`src/rtl/control_unit_pipe.sv`:
```
`default_nettype none
// ============================================================================
// Module   : control_unit_pipe
// Purpose  : RV32I decode with a registered D->E control bundle (stall/flush);
//            optional multi-cycle MUL/DIV hold enabled by CONTROL_UNIT_MEXT_EN.
// Revision : 1.0 - initial release
// ============================================================================
module control_unit_pipe #(
  parameter int ALUCTRL_W = 4,
  parameter int MUL_LAT   = 3,
  parameter int DIV_LAT   = 8
) (
  input  logic                 clk,
  input  logic                 rst,
  input  logic [6:0]           Opcode,
  input  logic [2:0]           fun3,
  input  logic [6:0]           fun7,
  input  logic                 stall_E,
  input  logic                 flush_E,
  output logic [2:0]           ImmSrc_D,
  output logic                 busy_D,
  output logic                 RegWrite_E,
  output logic [1:0]           ResultSrc_E,
  output logic                 MemWrite_E,
  output logic                 Jump_E,
  output logic                 JumpReg_E,
  output logic                 Branch_E,
  output logic                 ALUSrc_E,
  output logic                 ALUSrcA_E,
  output logic [ALUCTRL_W-1:0] ALUControl_E,
  output logic                 illegal_E
);
  localparam logic [6:0] c_op_r     = 7'b0110011;
  localparam logic [6:0] c_op_i     = 7'b0010011;
  localparam logic [6:0] c_op_ld    = 7'b0000011;
  localparam logic [6:0] c_op_st    = 7'b0100011;
  localparam logic [6:0] c_op_br    = 7'b1100011;
  localparam logic [6:0] c_op_jal   = 7'b1101111;
  localparam logic [6:0] c_op_jalr  = 7'b1100111;
  localparam logic [6:0] c_op_lui   = 7'b0110111;
  localparam logic [6:0] c_op_auipc = 7'b0010111;

  localparam logic [3:0] c_add  = 4'h0;
  localparam logic [3:0] c_sub  = 4'h1;
  localparam logic [3:0] c_and  = 4'h2;
  localparam logic [3:0] c_or   = 4'h3;
  localparam logic [3:0] c_xor  = 4'h4;
  localparam logic [3:0] c_slt  = 4'h5;
  localparam logic [3:0] c_sll  = 4'h6;
  localparam logic [3:0] c_srl  = 4'h7;
  localparam logic [3:0] c_sge  = 4'h8;
  localparam logic [3:0] c_neq  = 4'hA;
  localparam logic [3:0] c_sltu = 4'hB;
  localparam logic [3:0] c_sgeu = 4'hC;
  localparam logic [3:0] c_sra  = 4'hD;
`ifdef CONTROL_UNIT_MEXT_EN
  localparam logic [3:0] c_mul  = 4'hE;
  localparam logic [3:0] c_div  = 4'hF;
`endif

  logic       w_rw, w_mw, w_j, w_jr, w_br, w_as, w_asa, w_ill;
  logic [1:0] w_rs;
  logic [3:0] w_alu, w_base_alu;
  logic [2:0] w_imm;
  logic [13:0] w_ctl;
  logic [13:0] r_ctl;

  always_comb begin
    case (fun3)
      3'b000:  w_base_alu = c_add;
      3'b001:  w_base_alu = c_sll;
      3'b010:  w_base_alu = c_slt;
      3'b011:  w_base_alu = c_sltu;
      3'b100:  w_base_alu = c_xor;
      3'b101:  w_base_alu = c_srl;
      3'b110:  w_base_alu = c_or;
      default: w_base_alu = c_and;
    endcase
  end

  always_comb begin
    w_rw  = 1'b0;
    w_rs  = 2'b00;
    w_mw  = 1'b0;
    w_j   = 1'b0;
    w_jr  = 1'b0;
    w_br  = 1'b0;
    w_as  = 1'b0;
    w_asa = 1'b0;
    w_ill = 1'b0;
    w_alu = c_add;
    w_imm = 3'b000;
    case (Opcode)
      c_op_r: begin
        w_rw = 1'b1;
        if (fun7 == 7'b0000000)                         w_alu = w_base_alu;
        else if (fun7 == 7'b0100000 && fun3 == 3'b000)  w_alu = c_sub;
        else if (fun7 == 7'b0100000 && fun3 == 3'b101)  w_alu = c_sra;
`ifdef CONTROL_UNIT_MEXT_EN
        else if (fun7 == 7'b0000001)                    w_alu = fun3[2] ? c_div : c_mul;
`endif
        else                                            w_ill = 1'b1;
      end
      c_op_i: begin
        w_rw  = 1'b1;
        w_as  = 1'b1;
        w_alu = (fun3 == 3'b101 && fun7[5]) ? c_sra : w_base_alu;
        if ((fun3 == 3'b001 || fun3 == 3'b101) && fun7 != 7'b0000000 && fun7 != 7'b0100000)
          w_ill = 1'b1;
      end
      c_op_ld: begin
        w_rw = 1'b1;
        w_as = 1'b1;
        w_rs = 2'b01;
      end
      c_op_st: begin
        w_mw  = 1'b1;
        w_as  = 1'b1;
        w_imm = 3'b001;
      end
      c_op_br: begin
        w_br  = 1'b1;
        w_imm = 3'b010;
        case (fun3)
          3'b000:  w_alu = c_sub;
          3'b001:  w_alu = c_neq;
          3'b100:  w_alu = c_slt;
          3'b101:  w_alu = c_sge;
          3'b110:  w_alu = c_sltu;
          3'b111:  w_alu = c_sgeu;
          default: w_ill = 1'b1;
        endcase
      end
      c_op_jal: begin
        w_rw  = 1'b1;
        w_j   = 1'b1;
        w_rs  = 2'b10;
        w_imm = 3'b011;
      end
      c_op_jalr: begin
        w_rw = 1'b1;
        w_j  = 1'b1;
        w_jr = 1'b1;
        w_as = 1'b1;
        w_rs = 2'b10;
      end
      c_op_lui: begin
        w_rw  = 1'b1;
        w_rs  = 2'b11;
        w_imm = 3'b100;
      end
      c_op_auipc: begin
        w_rw  = 1'b1;
        w_asa = 1'b1;
        w_as  = 1'b1;
        w_imm = 3'b100;
      end
      default: w_ill = 1'b1;
    endcase
  end

  assign ImmSrc_D = w_imm;
  // An illegal instruction becomes a bubble that only carries the flag.
  assign w_ctl = w_ill ? 14'h0001
                       : {w_rw, w_rs, w_mw, w_j, w_jr, w_br, w_as, w_asa, w_alu, 1'b0};

  always_ff @(posedge clk or posedge rst) begin
    if (rst)
      r_ctl <= '0;
    else if (flush_E)
      r_ctl <= '0;
    else if (!(stall_E || busy_D))
      r_ctl <= w_ctl;
  end

  assign {RegWrite_E, ResultSrc_E, MemWrite_E, Jump_E, JumpReg_E,
          Branch_E, ALUSrc_E, ALUSrcA_E} = r_ctl[13:5];
  assign ALUControl_E = ALUCTRL_W'(r_ctl[4:1]);
  assign illegal_E    = r_ctl[0];

`ifdef CONTROL_UNIT_MEXT_EN
  localparam int c_max_lat = (MUL_LAT > DIV_LAT) ? MUL_LAT : DIV_LAT;
  localparam int c_cnt_w   = $clog2(c_max_lat + 1);

  typedef enum logic [0:0] {S_IDLE = 1'b0, S_BUSY = 1'b1} state_t;
  state_t             r_state, w_state_nxt;
  logic [c_cnt_w-1:0] r_cnt, w_cnt_nxt, w_lat_m1;
  logic               w_mop;

  assign w_mop    = !w_ill && (w_alu == c_mul || w_alu == c_div);
  assign w_lat_m1 = (w_alu == c_mul) ? c_cnt_w'(MUL_LAT - 1) : c_cnt_w'(DIV_LAT - 1);

  always_ff @(posedge clk or posedge rst) begin
    if (rst) begin
      r_state <= S_IDLE;
      r_cnt   <= '0;
    end else begin
      r_state <= w_state_nxt;
      r_cnt   <= w_cnt_nxt;
    end
  end

  // The counter keeps running under stall_E so an M op never overstays LAT cycles.
  always_comb begin
    w_state_nxt = r_state;
    w_cnt_nxt   = r_cnt;
    if (flush_E) begin
      w_state_nxt = S_IDLE;
      w_cnt_nxt   = '0;
    end else begin
      case (r_state)
        S_IDLE: begin
          if (!stall_E && w_mop) begin
            w_cnt_nxt   = w_lat_m1;
            w_state_nxt = (w_lat_m1 != '0) ? S_BUSY : S_IDLE;
          end
        end
        S_BUSY: begin
          w_cnt_nxt = r_cnt - c_cnt_w'(1);
          if (r_cnt == c_cnt_w'(1))
            w_state_nxt = S_IDLE;
        end
        default: begin
          w_state_nxt = S_IDLE;
          w_cnt_nxt   = '0;
        end
      endcase
    end
  end

  assign busy_D = (r_cnt != '0);
`else
  logic w_unused_lat;
  assign w_unused_lat = (MUL_LAT + DIV_LAT) > 0;
  assign busy_D       = 1'b0;
`endif

endmodule
`default_nettype wire

```
`config.mk`:
```
export PLATFORM = sky130hd
export DESIGN_NAME = control_unit_pipe
export DESIGN_NICKNAME = d
export VERILOG_FILES = /design/src/rtl/control_unit_pipe.sv
export SDC_FILE = /design/constraint.sdc
export NUM_CORES = 1
export LEC_CHECK = 0
export ABC_CLOCK_PERIOD_IN_PS = 1380
export CORE_MARGIN = 1
export CORE_UTILIZATION = 40
export CTS_BUF_LIST = sky130_fd_sc_hd__clkbuf_8
export DETAILED_ROUTE_END_ITERATION = 6
export DONT_BUFFER_PORTS = 1
export SLEW_MARGIN = 40
export SYNTH_ARGS = -nofsm -noshare
export SYNTH_HDL_FRONTEND = slang
export SYNTH_SLANG_ARGS = --single-unit
```
`constraint.sdc`:
```
create_clock -name clk -period 1.38 [get_ports clk]
set_input_delay 0.276 -clock clk [delete_from_list [all_inputs] [get_ports clk]]
set_output_delay 0.276 -clock clk [all_outputs]
set_load 0.01 [all_outputs]
```
Yosys cells after proc, flatten, opt, wreduce, memory -nomap -nowiden
Index checks and enable logic that the tools add are counted.
{"block": "totals", "register_bits": 14, "output_inout_bits": 18, "in_bits": 21, "wordCells": 60}
{"block": "op_classes", "eq_ne": 19, "reduce_logical": 15, "n_mux": 25}
{"cell": "two-way mux 14 bit", "count": 3}
{"cell": "== test 7 x 6 -> 1 bit, second input constant", "count": 4}
{"cell": "one-hot mux 4 bit (7 select lines)", "count": 1}
{"cell": "one-hot mux 4 bit (6 select lines)", "count": 1}
{"cell": "== test 7 bit, second input constant", "count": 3}
{"cell": "two-way mux 4 bit", "count": 4}
{"cell": "== test 7 x 5 -> 1 bit, second input constant", "count": 2}
{"cell": "== test 3 bit, second input constant", "count": 4}
{"cell": "two-way mux 1 bit", "count": 12}
{"cell": "one-hot mux 3 bit (4 select lines)", "count": 1}
{"cell": "one-hot mux 4 bit (3 select lines)", "count": 1}
{"cell": "OR reduction 6 bit", "count": 2}
{"cell": "== test 7 x 2 -> 1 bit, second input constant", "count": 1}
{"cell": "logical NOT 7 bit", "count": 1}
{"cell": "inequality test 7 x 6 -> 1 bit, second input constant", "count": 1}
{"cell": "nonzero test 7 bit", "count": 1}
{"cell": "OR reduction 7 bit", "count": 1}
{"cell": "== test 3 x 2 -> 1 bit, second input constant", "count": 2}
{"cell": "one-hot mux 2 bit (3 select lines)", "count": 1}
{"cell": "logical AND 1 bit", "count": 5}
{"cell": "OR reduction 5 bit", "count": 1}
{"cell": "one-hot mux 1 bit (4 select lines)", "count": 1}
{"cell": "OR reduction 2 bit", "count": 2}
{"cell": "== test 3 x 1 -> 1 bit, second input constant", "count": 1}
{"cell": "3 further kinds", "count": 3}

Depth between registers and ports, before layout
Gate-level depths: netlist (run 1).
{"block": "logic_depth", "depth_word": 9, "mapped_depth": 7, "depth_no_buf": 5}

Worst setup path before layout (run 1)
No wires, ideal clock.
{"block": "synth_timing", "kind": "input to output", "start": "input Opcode[6]", "end": "output ImmSrc_D[0]", "t_arrival_ns": 1.510, "stages": 3, "slack_ns": -0.406, "t_required_ns": 1.104, "n_path_buf": 1, "path_cell_list": "clkbuf_1 or3_1 a2111oi_0"}
{"block": "synth_via", "elab_chain_cells": 3, "word_cells_on_any_way": 7, "cone_classes": "eq/ne (5); mux (1); reduce/logical (1)"}
{"element": "start: declaration", "line_no": "15", "source": "input logic [6:0] Opcode,"}
{"element": "== test 7 x 5 -> 1 bit or == test 7 x 6 -> 1 bit (tied branches)", "line_no": "93", "source": "case (Opcode)"}
{"element": "OR reduction 2 bit (no line)"}
{"element": "one-hot mux 3 bit (4 select lines) *", "line_no": "93"}
{"element": "end: declaration", "line_no": "20", "source": "output logic [2:0] ImmSrc_D,"}
Every way passes the cells marked *; elsewhere a longest branch is shown, timed or not.

Worst setup path in the final report (run 1)
{"block": "layout_timing", "start": "input fun7[1]", "end": "register r_ctl[13]"}
{"block": "layout_via", "elab_chain_cells": 9, "word_cells_on_any_way": 16, "cone_classes": "eq/ne (2); mux (8); reduce/logical (6)"}
{"element": "start: declaration", "line_no": "17", "source": "input logic [6:0] fun7,"}
{"element": "== test 7 x 6 -> 1 bit", "line_no": "97, 98"}
{"element": "logical AND 1 bit", "line_no": "98", "source": "else if (fun7 == 7'b0100000 && fun3 == 3'b101) w_alu = c_sra;"}
{"element": "two-way mux 1 bit", "line_no": "98"}
{"element": "two-way mux 1 bit", "line_no": "97", "source": "else if (fun7 == 7'b0100000 && fun3 == 3'b000) w_alu = c_sub;"}
{"element": "two-way mux 1 bit", "line_no": "96", "source": "if (fun7 == 7'b0000000) w_alu = w_base_alu;"}
{"element": "one-hot mux 1 bit (4 select lines) *", "line_no": "93"}
{"element": "two-way mux 14 bit *", "line_no": "164", "source": "assign w_ctl = w_ill ? 14'h0001"}
{"element": "two-way mux 14 bit *", "line_no": "172", "source": "else if (!(stall_E || busy_D))"}
{"element": "two-way mux 14 bit *", "line_no": "170", "source": "else if (flush_E)"}
{"element": "end signal: assignment", "line_no": "173", "source": "r_ctl <= w_ctl;"}
{"element": "end: declaration", "line_no": "66", "source": "logic [13:0] r_ctl;"}
Every way passes the cells marked *; elsewhere a longest branch is shown, timed or not. The select of a mux whose other input is x is not followed.
A chain may end at the register's enable or synchronous reset.

==> results of run 1 <==
-- layer usage --
layer / wire length [µm] / global-route usage (%)
met2: 1418 / 31.67
met5: 0 / 0
met1: 1331 / 27.02
met4: 9 / 2.857
met3: 199 / 4.651
-- worst max-delay path, stage by stage --
cell       delay [ns]
or4_4            0.53
o2111ai_2        0.19
o211ai_2         0.12
or4_1            0.43
a21oi_2          0.13
-- path summary, 6_finish.rpt --
path | depth (start not counted) | slack [ns] | end
max | 5 | -0.12 | r_ctl[13]
min | 1 | 0.08 | r_ctl[13]
max reg2reg | 2 | 0.57 | r_ctl[12]
min reg2reg | 2 | 0.56 | r_ctl[1]
max in group asynchronous | 2 | 0.53 | r_ctl[11]
min in group asynchronous | 2 | 0.50 | r_ctl[9]
-- kinds of logic (layout without fill, tap and decap cells) --
group | Yosys count | after routing | share of synthesized area [%]
compound gates | 46 | 46 | 28.25
xor+xnor | 1 | 1 | 0.7577
buf+inv | 19 | 23 | 6.710
flops | 14 | 14 | 30.30
other cells | 1 | 1 | 0.3244
simple gates | 72 | 72 | 33.66
-- power groups by stage --
stage          registers, mW  logic (mW)  clock network [mW]
4_1_cts                0.421       0.142               0.403
3_3_place_gp           0.428       0.134                   0
5_1_grt                0.421       0.162               0.426
3_5_place_dp           0.428       0.136                   0
2_1_floorplan          0.427       0.142                   0
6_report               0.421       0.147               0.396
-- through the flow --
step	util, %	setup slack, ns	power [mW]
6_report	49.14	-0.1172	0.9641
5_1_grt	49.14	-0.1774	1.009
4_1_cts	48.23	-0.1232	0.9657
3_5_place_dp	45.42	-0.4374	0.5646
3_3_place_gp	45.42	-0.3871	0.5623
2_1_floorplan	-	-0.3360	0.5694
-- what timing repair did --
item / in CTS / in global routing
hold buffers: 1 / 0
pin swaps: 3 / 0
hold endpoints to repair: 14 / 0
setup endpoints to repair: 6 / 8
gates resized for setup: 3 / 4
cloned: 0 / 0
-- layout make-up --
type	count	share of cell area, %
Inverter	5	1.385
Timing Repair Buffer	14	7.941
Sequential cell	14	25.85
Tap cell	31	2.862
Multi-Input combinational cell	120	57.89
Clock buffer	4	4.063
-- layout by cell type (no fill, tap or decap), drive strengths merged, types with 4 or more instances in the layout --
cell type,n
nor2,17
nand2,14
dfrtp,14
buf,13
a21oi,9
o21ai,9
nor2b,7
nand3,5
inv,5
nand2b,5
a32oi,4
clkbuf,4
==> run_results.csv, run 1 <==
group,metric,value,unit
power_and_ir_drop,intPower,0.7400,mW
timing,worst_slack,-0.1172,ns
die,placeableCoreArea,0.002758,mm²
clock_network,post-cts-setup-buffers,0,
route,route.detailed.drc,0,
timing,setup_viol_count_final,4,
global_route,grt_antenna_before_repair,0,
yosys,synth_top_cell_by_area,"dfrtp_1",
yosys,synth-main-ff-cell,"dfrtp_1",
placement,dp.cells,183,
min_path,holdCritPathClass,"in -> reg",
timing,hold-worst-slack,0.07805,ns
route,detail_route.iter0.violations,72,
worst_setup_path,type_of_the_worst_setup_path,"in -> reg",
yosys,synth_top_cells_by_count,"nor2_1, dfrtp_1, nand2_1",
clock_network,worstSkewPairLatency,0.24,ns
global_route,grt_pass1_vias,1072,
timing,finalHoldViolations,0,
cells_and_area,final_design_area_no_fill,0.001355,mm²
clock_network,cts.root.buffer_cell,"clkbuf_8",
outcome,violations,"setup timing",
worst_setup_path,reg_to_reg_critical_path_startpoint,"r_ctl[12]",
yosys,syn-cell-area,0.001156,mm²
die,die_height,55.76,µm
clock_network,tritoncts_sink_count,14,
cells_and_area,top_regs,"r_ctl (14)",
timing,max_freq,0.6679,GHz
cells_and_area,number_of_nets_in_the_finished_design,179,
placement,port-buffer-count,0,
cells_and_area,stdcell_count,188,
yosys,synth_top_area_share,30.30,%
timing,rsz0062_at_grt,"yes",
yosys,synth-seq-cells,14,
die,initial_core_util,41.92,%
yosys,synth-async-reset-ratio,100.0,%
worst_setup_path,worst-path-max-fanout,3,
yosys,count_leader_synth,"nor2_1",
placement,place.gp.congestion,0.8660,
worst_setup_path,worstPathRequired,1.56,ns
global_route,aggregate_global_route_resource_usage,19.53,%
die,dieArea,0.003109,mm²
yosys,ys.warnings.count,0,
yosys,synth_area_leaders,"dfrtp_1, nor2_1, nand2_1",
die,die_w,55.76,µm
global_route,global_route_wire_length_before_repair,5002,µm
route,drt.antenna.violating_nets,0,
cells_and_area,areaGrowthSynthToFinish,17.21,%
route,routed_wl,2958,µm
min_path,hold_path.startpoint,"flush_E",
power_and_ir_drop,leakage,0.5327,nW
power_and_ir_drop,share_clk_of_total_power,41.1,%
placement,dpl-instance-area,0.001252,mm²
timing,worst_slew_margin_rel,65.88,%
cells_and_area,insertedDiodeCount,0,
yosys,syn_inst,153,
worst_setup_path,crit_path_start,"fun7[1]",
worst_setup_path,timing.critical_path.to_type,"register",
global_route,grt_start_max_net_pins,19,
route,routed-via-count,1160,
power_and_ir_drop,power_per_cell_area,711.5,mW/mm²
outcome,result_of_the_run,"complete, but fails checks",
yosys,synth_edf_count,0,
placement,dp.final_hpwl,2205,µm
global_route,grt-ovfl-total,0,
yosys,netlist-cell-type-count,48,
route,routed_via_density,6.170,
timing,period_minus_slack,1.497,ns
clock_network,clk_path_buf_depth,2,
clock_network,htree_num_levels,1,
job,drv.max_cap_violation_count,0,
die,number_of_top_level_design_ports,39,
cells_and_area,biggest_register,"r_ctl",
timing,finalMaxSlewViolations,0,
power_and_ir_drop,share_comb_of_total_power,15.2,%
yosys,seq_area_frac_synth,30.30,%
cells_and_area,fillers,264,
power_and_ir_drop,power_switching_share,23.24,%
cells_and_area,seq_area,350.3,µm²
worst_setup_path,worst-endpoint-arrival,1.68,ns
clock_network,path_clk_slew,0.06,ns
cells_and_area,multi_input_comb_area,784.5,µm²
route,detail_route.wl_per_cell,15.73,µm
yosys,postSynthNetCount,174,
cells_and_area,number_of_flip_flops_in_the_largest_register,14,
timing,timing_worst_slew_pin_value,0.5112,ns
die,std_cell_rows,19,
timing,period_share,108.5,%
timing,setup_tns,-0.2772,ns
route,first_pass_iters,4,
worst_setup_path,worst_setup_sp_type,"input port",
cells_and_area,drive_above_1_share,19.75,%
clock_network,clock_tree_from_tritoncts,"yes",
power_and_ir_drop,reg_power_share,43.7,%
power_and_ir_drop,net-switching-power,0.2241,mW
yosys,post_synthesis_mean_instance_area,7.556,µm²
timing,finClkSkew,0,ns
clock_network,cts_inserted_buffers,3,
power_and_ir_drop,vdd_ir_drop_max,0.9854,mV
(Power assumes the default switching activity.)
==> inputs of run 2 (changes only) <==
ABC_AREA = 1   (was default)
==> run 2 against run 1 <==
Net effect: the run now ends clean; synthesized cell count rose by 20%; design area decreased by 9.0%; global-route usage is 0.22 points higher; combinational power down 22%.
==> run_results.csv, run 2 <==
group,metric,value,unit
timing,max_freq,0.8328,GHz
cells_and_area,insertedDiodeCount,0,
route,routed_via_density,5.132,
cells_and_area,areaGrowthSynthToFinish,10.18,%
timing,period_share,87.01,%
route,drt.antenna.violating_nets,0,
global_route,grt-ovfl-total,0,
power_and_ir_drop,power_per_cell_area,742.6,mW/mm²
global_route,global_route_wire_length_before_repair,4257,µm
min_path,holdCritPathClass,"in -> reg",
route,routed_wl,2521,µm
clock_network,path_clk_slew,0.05,ns
die,die_w,54.88,µm
timing,setup_viol_count_final,0,
clock_network,tritoncts_sink_count,14,
placement,place.gp.congestion,0.8864,
yosys,netlist-cell-type-count,24,
yosys,syn_inst,183,
job,drv.max_cap_violation_count,0,
route,route.detailed.drc,0,
timing,rsz0062_at_grt,"no",
worst_setup_path,critical_path.top_delay_family,"simple AND/OR/NAND/NOR gates",
clock_network,cts_inserted_buffers,3,
worst_setup_path,timing.critical_path.to_type,"output pin",
worst_setup_path,worstPathRequired,1.10,ns
cells_and_area,top_regs,"r_ctl (14)",
yosys,postSynthNetCount,204,
worst_setup_path,crit_path_buffers_inverters,2,
power_and_ir_drop,vdd_ir_drop_max,0.4500,mV
route,detail_route.iter0.violations,32,
route,first_pass_iters,4,
cells_and_area,drive_above_1_share,15.87,%
yosys,count_leader_synth,"nand2_1",
yosys,synth_top_cells_by_count,"nand2_1, inv_1, nand3_1, nor2_1, dfrtp_1",
worst_setup_path,worst-endpoint-arrival,0.92,ns
global_route,grt_pass1_vias,1035,
cells_and_area,most-common-layout-cells,"nand2_1, inv_1, nor2_1, nand3_1, dfrtp_1",
clock_network,cts.root.buffer_cell,"clkbuf_8",
yosys,post_synthesis_mean_instance_area,6.112,µm²
clock_network,cts.hold.buffers_added,1,
cells_and_area,fillers,278,
yosys,synth_top_cell_by_area,"dfrtp_1",
timing,finalMaxSlewViolations,0,
clock_network,clk_path_buf_depth,2,
global_route,aggregate_global_route_resource_usage,19.75,%
die,number_of_top_level_design_ports,39,
die,placeableCoreArea,0.002567,mm²
worst_setup_path,type_of_the_worst_setup_path,"in -> out",
cells_and_area,layout_commonest_cell,"nand2_1",
cells_and_area,number_of_flip_flops_in_the_largest_register,14,
cells_and_area,biggest_register,"r_ctl",
clock_network,post-cts-setup-buffers,0,
yosys,synth-main-ff-cell,"dfrtp_1",
yosys,ys.warnings.count,0,
timing,setup_tns,0,ns
die,die_height,54.88,µm
yosys,synth-async-reset-ratio,100.0,%
die,initial_core_util,43.57,%
timing,period_minus_slack,1.201,ns
clock_network,clock_tree_from_tritoncts,"yes",
route,detail_route.wl_per_cell,11.51,µm
timing,timing_worst_slew_pin_value,0.5081,ns
timing,finalHoldViolations,0,
power_and_ir_drop,leakage,0.6657,nW
power_and_ir_drop,fin_total_pwr,0.9152,mW
die,dieArea,0.003012,mm²
yosys,synth_edf_count,0,
global_route,grt_antenna_before_repair,0,
yosys,syn-cell-area,0.001119,mm²
route,routed-via-count,1124,
global_route,grt_start_max_net_pins,15,
timing,finClkSkew,0,ns
worst_setup_path,worst-path-max-fanout,5,
outcome,result_of_the_run,"completed",
yosys,seq_area_frac_synth,31.32,%
yosys,synth-seq-cells,14,
clock_network,htree_num_levels,1,
worst_setup_path,crit_path_max_incr_delay,0.21,ns
worst_setup_path,path_cells,"nand2_1, inv_2, nand2_2, nor2_2, inv_2, nand2_1",
clock_network,cts-resized-gates,0,
placement,dp.final_hpwl,2115,µm
placement,port-buffer-count,0,
worst_setup_path,timing.critical_path.slowest_stage_cell,"nor2_2",
cells_and_area,number_of_nets_in_the_finished_design,211,
clock_network,worstSkewPairLatency,0.24,ns
die,std_cell_rows,18,
timing,worst_slew_margin_rel,66.09,%
worst_setup_path,worst_setup_sp_type,"input port",
yosys,synth_area_leaders,"dfrtp_1, nand2_1, nand3_1",
yosys,synth_top_area_share,31.32,%
-- run 2: cells by family (layout without fill, tap and decap cells) --
| kind of cell | after synthesis | count (layout) | synth area share (%) |
|---|---|---|---|
| buffers and inverters | 30 | 36 | 10.40 |
| AOI/OAI and AO/OA | 14 | 14 | 7.718 |
| other | 1 | 1 | 0.3352 |
| and+or+nand+nor | 124 | 124 | 50.22 |
| DFF | 14 | 14 | 31.32 |
-- run 2: final cells by class --
class / count / area [µm²] / share of cell area, %
Sequential cell: 14 / 350.3 / 28.43
Timing Repair Buffer: 4 / 32.53 / 2.640
Clock buffer: 4 / 55.05 / 4.467
Tap cell: 30 / 37.54 / 3.046
Multi-Input combinational cell: 139 / 651.9 / 52.89
Inverter: 28 / 105.1 / 8.528
-- run 2: worst register-to-register path, delay by kind of cell, from the launching register on --
kind             cells  cell delay [ns]
AND/OR/NAND/NOR      1             0.09
AO/OA/AOI/OAI        1             0.07
flip-flops           1             0.42
-- run 2: worst paths after layout --
check / start / to / slack, ns / cells after the start
max: Opcode[1] / ImmSrc_D[1] / 0.18 / 6
max reg2reg: r_ctl[8] / r_ctl[8] / 0.69 / 2
max in group asynchronous: rst / r_ctl[12] / 0.53 / 2
min in group asynchronous: rst / r_ctl[0] / 0.51 / 2
min: Opcode[5] / r_ctl[12] / 0.22 / 2
min reg2reg: r_ctl[0] / r_ctl[0] / 0.55 / 2
-- run 2: report_power, final --
group | internal [mW] | switching, mW | leakage [nW]
registers | 0.414 | 0.00352 | 0.194
logic | 0.0356 | 0.0798 | 0.443
clock network | 0.252 | 0.130 | 0.0288
total | 0.702 | 0.214 | 0.666
-- run 2: metal layers --
layer / up-vias / GRT usage (%) / share of wire (%)
met3: 2 / 6.111 / 7.1
met5: - / 0 / 0
met4: 0 / 3.846 / 0.91
met1: 490 / 25.75 / 48
met2: 45 / 31.73 / 44
li1: 587 / - / -
-- run 2: stage by stage --
step	util, %	setup slack [ns]	instance area (µm²)	instances	hold slack [ns]
after global routing	48.00	0.1242	1232	219	0.2429
after detailed placement	45.47	0.02425	1167	214	0.2333
after floorplan	-	0.1347	1119	183	0.1652
after global placement	45.47	0.07319	1167	214	0.2230
after CTS	48.00	0.1684	1232	219	0.2153
final	48.00	0.1792	1232	219	0.2196
==> inputs of run 3 (changes only) <==
CAP_MARGIN = 5   (was default)
==> results of run 3 <==
No change in the layout: final DEF, timing and power equal those of run 2.
